**src/rtl/rs801.sv**
```systemverilog
// 8-bit carry-lookahead adder with a combinational result path and an
// optional registered copy that carries the status flags.
module rs801 (
  input  logic       clk,
  input  logic       rst_n,
  input  logic [7:0] a,
  input  logic [7:0] b,
  input  logic       cin,
  input  logic       en,
  output logic [7:0] sum,
  output logic       cout,
  output logic       ovf,
  output logic [7:0] sum_q,
  output logic       cout_q,
  output logic       ovf_q,
  output logic       zero_q,
  output logic       valid_q
);

  // Carries out of each bit of a 4-bit lookahead group: result[i] is the
  // carry into bit i+1, so result[3] is the group carry.
  function automatic logic [3:0] cla4(input logic [3:0] g,
                                      input logic [3:0] p,
                                      input logic       ci);
    logic [3:0] c;
    c[0] = g[0] | (p[0] & ci);
    c[1] = g[1] | (p[1] & g[0]) | (p[1] & p[0] & ci);
    c[2] = g[2] | (p[2] & g[1]) | (p[2] & p[1] & g[0])
         | (p[2] & p[1] & p[0] & ci);
    c[3] = g[3] | (p[3] & g[2]) | (p[3] & p[2] & g[1])
         | (p[3] & p[2] & p[1] & g[0]) | (p[3] & p[2] & p[1] & p[0] & ci);
    return c;
  endfunction

  logic [7:0] g;
  logic [7:0] p;
  logic [3:0] c_lo;
  logic [3:0] c_hi;
  logic [7:0] c_in_bit;

  assign g = a & b;
  assign p = a ^ b;

  assign c_lo = cla4(g[3:0], p[3:0], cin);
  assign c_hi = cla4(g[7:4], p[7:4], c_lo[3]);

  assign c_in_bit = {c_hi[2:0], c_lo[3:0], cin};

  assign sum  = p ^ c_in_bit;
  assign cout = c_hi[3];
  assign ovf  = (a[7] == b[7]) && (sum[7] != a[7]);

  // en is a one-shot capture request with no back-pressure; valid_q marks
  // the cycle in which the captured result is presented.
  always_ff @(posedge clk or negedge rst_n) begin
    if (!rst_n) begin
      sum_q   <= 8'h00;
      cout_q  <= 1'b0;
      ovf_q   <= 1'b0;
      zero_q  <= 1'b0;
      valid_q <= 1'b0;
    end else begin
      valid_q <= en;
      if (en) begin
        sum_q  <= sum;
        cout_q <= cout;
        ovf_q  <= ovf;
        zero_q <= (sum == 8'h00);
      end
    end
  end

endmodule

```
**config.mk**
```make
export PLATFORM = sky130hd
export DESIGN_NAME = rs801
export DESIGN_NICKNAME = d
export VERILOG_FILES = /design/src/rtl/rs801.sv
export SDC_FILE = /design/constraint.sdc
export NUM_CORES = 1
export LEC_CHECK = 0
export BUFFER_PORTS_ARGS = -buffer_cell sky130_fd_sc_hd__buf_2
export CAP_MARGIN = 20
export CORE_UTILIZATION = 45
export CTS_BUF_LIST = sky130_fd_sc_hd__clkbuf_4 sky130_fd_sc_hd__clkbuf_8 sky130_fd_sc_hd__clkbuf_16
export CTS_CLUSTER_DIAMETER = 200
export CTS_CLUSTER_SIZE = 24
export DETAILED_ROUTE_END_ITERATION = 12
export GPL_ROUTABILITY_DRIVEN = 0
export PLACE_DENSITY = 0.84
export SKIP_LAST_GASP = 1
export SLEW_MARGIN = 20
export SYNTH_ARGS = -nofsm -noshare
export SYNTH_HDL_FRONTEND = slang
export SYNTH_SLANG_ARGS = --single-unit
```
**constraint.sdc**
```tcl
create_clock -name clk -period 2.9 [get_ports clk]
set_clock_uncertainty 0.2 [all_clocks]
set_input_delay 0.435 -clock clk [delete_from_list [all_inputs] [get_ports clk]]
set_output_delay 0.435 -clock clk [all_outputs]
set_load 0.02 [all_outputs]
```
==> results of run 1 <==
## how the worst max path moves through the flow
stage / depth (start not counted) / to
floorplan: 7 / sum[5]
global placement: 9 / sum[5]
detailed placement: 9 / sum[5]
CTS: 9 / sum[5]
global route: 8 / sum[7]
finish: 9 / sum[5]
## state kept, by name, summed over array words and instances (netlist names)
name     cells
valid_q      1
cout_q       1
sum_q        8
ovf_q        1
zero_q       1
## power breakdown
group / internal [uW] / switching, uW / total [uW]
Combinational: 139 / 182 / 321
Clock: 76.2 / 54.9 / 131
Sequential: 197 / 14.8 / 212
## Yosys cell counts
library cell	count
inv_1	8
fa_1	2
nor3_1	2
nand2b_1	2
nor2_1	7
dfrtp_1	12
o21a_1	1
nand4b_1	2
or3_1	1
nor3b_4	1
ha_1	8
o2111a_1	1
o21ai_1	1
o21ai_0	2
o32ai_1	2
a31oi_2	1
nor4_1	1
and2_1	2
nand2_1	1
xor2_1	2
nor2b_1	1
a31o_1	1
a21oi_1	3
a21bo_1	1
a211oi_2	1
a2111o_1	1
xnor2_1	2
a211oi_1	1
o21ai_2	1
a2111oi_0	1
mux2_2	6
a31oi_1	2
a221oi_1	1
clkbuf_1	1
mux2_4	1
o31a_2	1
## what timing repair did
action	4_1_cts	5_1_grt
setup buffers	1	1
pin swaps	2	1
cloned	0	0
endpoints found under the setup margin	2	3
resized for setup	4	2
hold buffers	1	0
endpoints found under the hold margin	12	0
## metrics by stage
step	instance area (sq um)	cells	TNS, ps
final	1250	161	0
after global routing	1250	161	0
after CTS	1230	160	0
after detailed placement	1160	154	-417
after global placement	1160	154	-181
after floorplan	890	84	0
## routing by layer
metal,up-vias,track usage
met5,-,0
met4,0,0
met3,2,0.0667
met2,36,0.419
met1,412,0.221
li1,417,-
## layout make-up
type / instances / share of cell area
clock buffer: 4 / 0.0289
inverter: 8 / 0.0239
multi-input combinational: 63 / 0.468
sequential: 12 / 0.239
tap: 25 / 0.0249
timing repair buffer: 49 / 0.215
## logic make-up (layout without fill, tap and decap cells)
logic type | after synthesis | after routing | synth area share
buffers and inverters | 9 | 61 | 0.0380
adder cells (fa/ha/maj) | 10 | 10 | 0.158
multiplexers | 7 | 7 | 0.0928
AND/OR/NAND/NOR | 20 | 20 | 0.135
AO/OA/AOI/OAI | 22 | 22 | 0.200
flip-flops | 12 | 12 | 0.338
XOR/XNOR | 4 | 4 | 0.0394
==> flow_summary.json, run 1 <==
{
  "status": "finished clean",
  "report.final.slew_viol_count": 0,
  "highest_layer": "met4",
  "detail-route-antenna-nets": 0,
  "path_class": "in2out",
  "path_clk_slew_ps": 70,
  "dr_wl_met3_microns": 135,
  "synth.distinct_cells": 36,
  "period_share": 0.957,
  "detailedPlacementHpwl_microns": 1700,
  "yosysWarnings": 0,
  "grt_max_degree": 17,
  "die_w_microns": 46.5,
  "synth_top_area_frac": 0.338,
  "worst-r2r-cell-count": 2,
  "leakage_uw": 0.000611,
  "final_layout_size_suffix_gt1_frac": 0.493,
  "area_growth_pct": 41.1,
  "drt_iter0_markers": 6,
  "cp-startpoint": "a[0]",
  "whs_ps": 249,
  "holdPathStages": 1,
  "initial_utilization": 0.499,
  "routed-via-count": 867,
  "routed_via_density": 5.39,
  "grt_usage": 0.210,
  "syn-instance-count": 84,
  "layout_common_cells": "buf_2, dfrtp_1, inv_1, buf_4",
  "final_nets": 167,
  "cp.required_ps": 2270,
  "finalHoldViolations": 0,
  "path_delay_family": "adder cells",
  "antenna_found_initial": 0,
  "hp-class": "in2reg",
  "cp.arrival_ps": 2140,
  "holdPathEnd": "valid_q",
  "overflow": 0,
  "port_buffers": 41,
  "pin_count": 42,
  "synth_top_cell_by_area": "dfrtp_1",
  "cp_cell_sequence": "buf_2, ha_4, a211oi_4, nor3b_4, o21ai_2, nand2b_1, fa_1, xor2_2, buf_4",
  "setup_slack_ps": 125,
  "regArea_sq_um": 300,
  "crit_path_max_fanout": 2,
  "wl_met1_microns": 849,
  "drt_wl_total_microns": 2140,
  "drc": 0,
  "antenna_cells": 0,
  "hp-start": "en",
  "design_power_total_uw": 664,
  "worstMarginPinSlew_ps": 378,
  "tritoncts": "built",
  "dr.pass1.iters": 4,
  "die-area_sq_mm": 0.00216,
  "die_h_microns": 46.5,
  "rr_endpoint": "sum_q[7]",
  "clock_latency_ps": 270,
  "grt_pass1_vias": 810,
  "cts-root-buf": "clkbuf_4",
  "cts.sinks": 12,
  "drv_cap": 0,
  "yosysSeqAreaShare": 0.338,
  "max_slew_margin": 0.741,
  "clock.fmax_mhz": 360,
  "pre_cts_ws_ps": -202,
  "nFillCells": 140,
  "r2r-start": "sum_q[7]",
  "final_common_cell": "buf_2",
  "grt_pass1_wl_microns": 3220,
  "wl_per_cell_microns": 13.3,
  "slowest_delay_ps": 410,
  "ys_seq_elements": 12,
  "rrSetupSlack_ps": 1900,
  "rows": 15,
  "worstSetupEndpointType": "output port",
  "multi_input_area_sq_um": 587,
  "rsz0062_at_grt": "no",
  "start_kind": "input pin",
  "peakVddDrop_v": 0.000555,
  "cts.htree.levels": 1,
  "syn_nets": 114,
  "crit_buf_inv": 2,
  "cts_buffers": 3,
  "syn-cell-area_sq_um": 890,
  "layout_min_cycle_time_ps": 2780,
  "synth.area.top_cells": "dfrtp_1, ha_1, mux2_2",
  "crit_slowest_cell": "fa_1",
  "dr_wl_met2_microns": 1150,
  "syn_avg_cell_area_sq_um": 10.6,
  "clock_path_buffers": 2,
  "powerDensity_mw_per_mm2": 529,
  "core_sq_mm": 0.00178,
  "setup_violations": 0,
  "final_core_util": 0.704
}
No activity file was read; power rests on OpenSTA's default activity.
==> run 2, diff against run 1 <==
Settings changed: SETUP_SLACK_MARGIN from default to 0.3.
==> flow_summary.json, run 2 (synthesized netlist as in run 1, its figures left out) <==
{
  "setup_slack_ps": 155,
  "final_nets": 171,
  "layout_common_cells": "buf_2, dfrtp_1, buf_4, inv_1, mux2_2",
  "cp.arrival_ps": 2110,
  "grt_pass1_vias": 966,
  "wl_per_cell_microns": 15.7,
  "pre_cts_ws_ps": 38.0,
  "port_buffers": 41,
  "drc": 0,
  "die_w_microns": 46.5,
  "max_slew_margin": 0.747,
  "final_core_util": 0.806,
  "instances_no_fill": 165,
  "path_clk_slew_ps": 70,
  "finalHoldViolations": 0,
  "grt_pass1_wl_microns": 3830,
  "report.final.slew_viol_count": 0,
  "detail-route-antenna-nets": 0,
  "slowest_delay_ps": 390,
  "clock.fmax_mhz": 364,
  "overflow": 0,
  "largest_reg_flops": 8,
  "clock_path_buffers": 2,
  "start_kind": "input pin",
  "area_growth_pct": 61.5,
  "crit_slowest_cell": "fa_2",
  "grt_usage": 0.255,
  "drt_iter0_markers": 12,
  "crit_path_max_fanout": 2,
  "cts-root-buf": "clkbuf_4",
  "cts.sinks": 12,
  "path_class": "in2out",
  "powerDensity_mw_per_mm2": 509,
  "tns_ps": 0,
  "rows": 15,
  "nFillCells": 101,
  "cts_buffers": 3,
  "period_share": 0.947,
  "peakVddDrop_v": 0.000386,
  "cp_cell_sequence": "buf_8, ha_4, a211oi_4, nor3b_4, o21ai_2, nand2b_1, fa_2, xor2_4, buf_6",
  "hp-class": "in2reg",
  "pin_count": 42,
  "setup_violations": 0,
  "clock_latency_ps": 280,
  "routed-via-count": 909,
  "initial_utilization": 0.499,
  "design_power_total_uw": 731,
  "top_register": "sum_q",
  "die-area_sq_mm": 0.00216,
  "status": "finished clean",
  "detailedPlacementHpwl_microns": 1880,
  "core_sq_mm": 0.00178,
  "multi_input_area_sq_um": 708,
  "final_common_cell": "buf_2",
  "antenna_found_initial": 0,
  "routed_via_density": 5.51,
  "drv_cap": 0,
  "final_layout_size_suffix_gt1_frac": 0.607,
  "dr.pass1.iters": 4,
  "drt_wl_total_microns": 2590,
  "regArea_sq_um": 300,
  "rsz0062_at_grt": "yes",
  "worstSetupEndpointType": "output port",
  "leakage_uw": 0.000648,
  "die_h_microns": 46.5,
  "placed_cells": 153,
  "antenna_cells": 0,
  "cp.required_ps": 2270,
  "tritoncts": "built",
  "cts.htree.levels": 1,
  "layout_min_cycle_time_ps": 2740,
  "worstMarginPinSlew_ps": 370,
  "grt_max_degree": 17
}
==> run 2: per-layer routing <==
metal / vias up / share of wire / GRT usage
li1: 422 / - / -
met2: 39 / 0.55 / 0.500
met4: 0 / 0.013 / 0.0882
met1: 444 / 0.39 / 0.249
met3: 4 / 0.053 / 0.0667
met5: - / 0 / 0
==> run 2: stage by stage <==
stage / cell area (sq um) / hold WS [ps]
final: 1440 / 250
after global routing: 1440 / 252
after CTS: 1310 / 235
after detailed placement: 1190 / 126
after global placement: 1190 / 115
after floorplan: 923 / -60.6
==> run 2: timing repair <==
item / CTS / global route
pin swaps: 6 / 3
hold endpoints to repair: 12 / 0
gates cloned: 0 / 0
gates resized for setup: 11 / 20
buffers inserted: 5 / 2
endpoints found under the setup margin: 3 / 7
hold buffers: 1 / 0
==> run 2: path summary, 6_finish.rpt <==
check	from	to	slack, ps	cells past startpoint
hold / removal	en	valid_q	250	1
min in group asynchronous	rst_n	sum_q[4]	350	2
setup / recovery	b[0]	sum[5]	160	9
hold reg to reg	sum_q[0]	sum_q[0]	310	1
setup reg to reg	sum_q[7]	sum_q[7]	1890	2
max in group asynchronous	rst_n	zero_q	1940	2
==> run 2: area by class of cell <==
cell class                      count  share of cell area
Inverter                            8              0.0209
Multi-Input combinational cell     63               0.493
Tap cell                           25              0.0218
Clock buffer                        4              0.0253
Sequential cell                    12               0.209
Timing Repair Buffer               53               0.230
==> run 2: critical path, delay by kind of cell <==
family | cells | cell delay, ps
fa+ha+maj | 2 | 630
compound gates | 2 | 420
buf+inv | 2 | 240
xor+xnor | 1 | 200
simple gates | 2 | 190
==> run 2: report_power, final <==
group          switching, uW  internal [uW]
logic                    208            177
clock network           57.9           76.5
registers               14.2            197
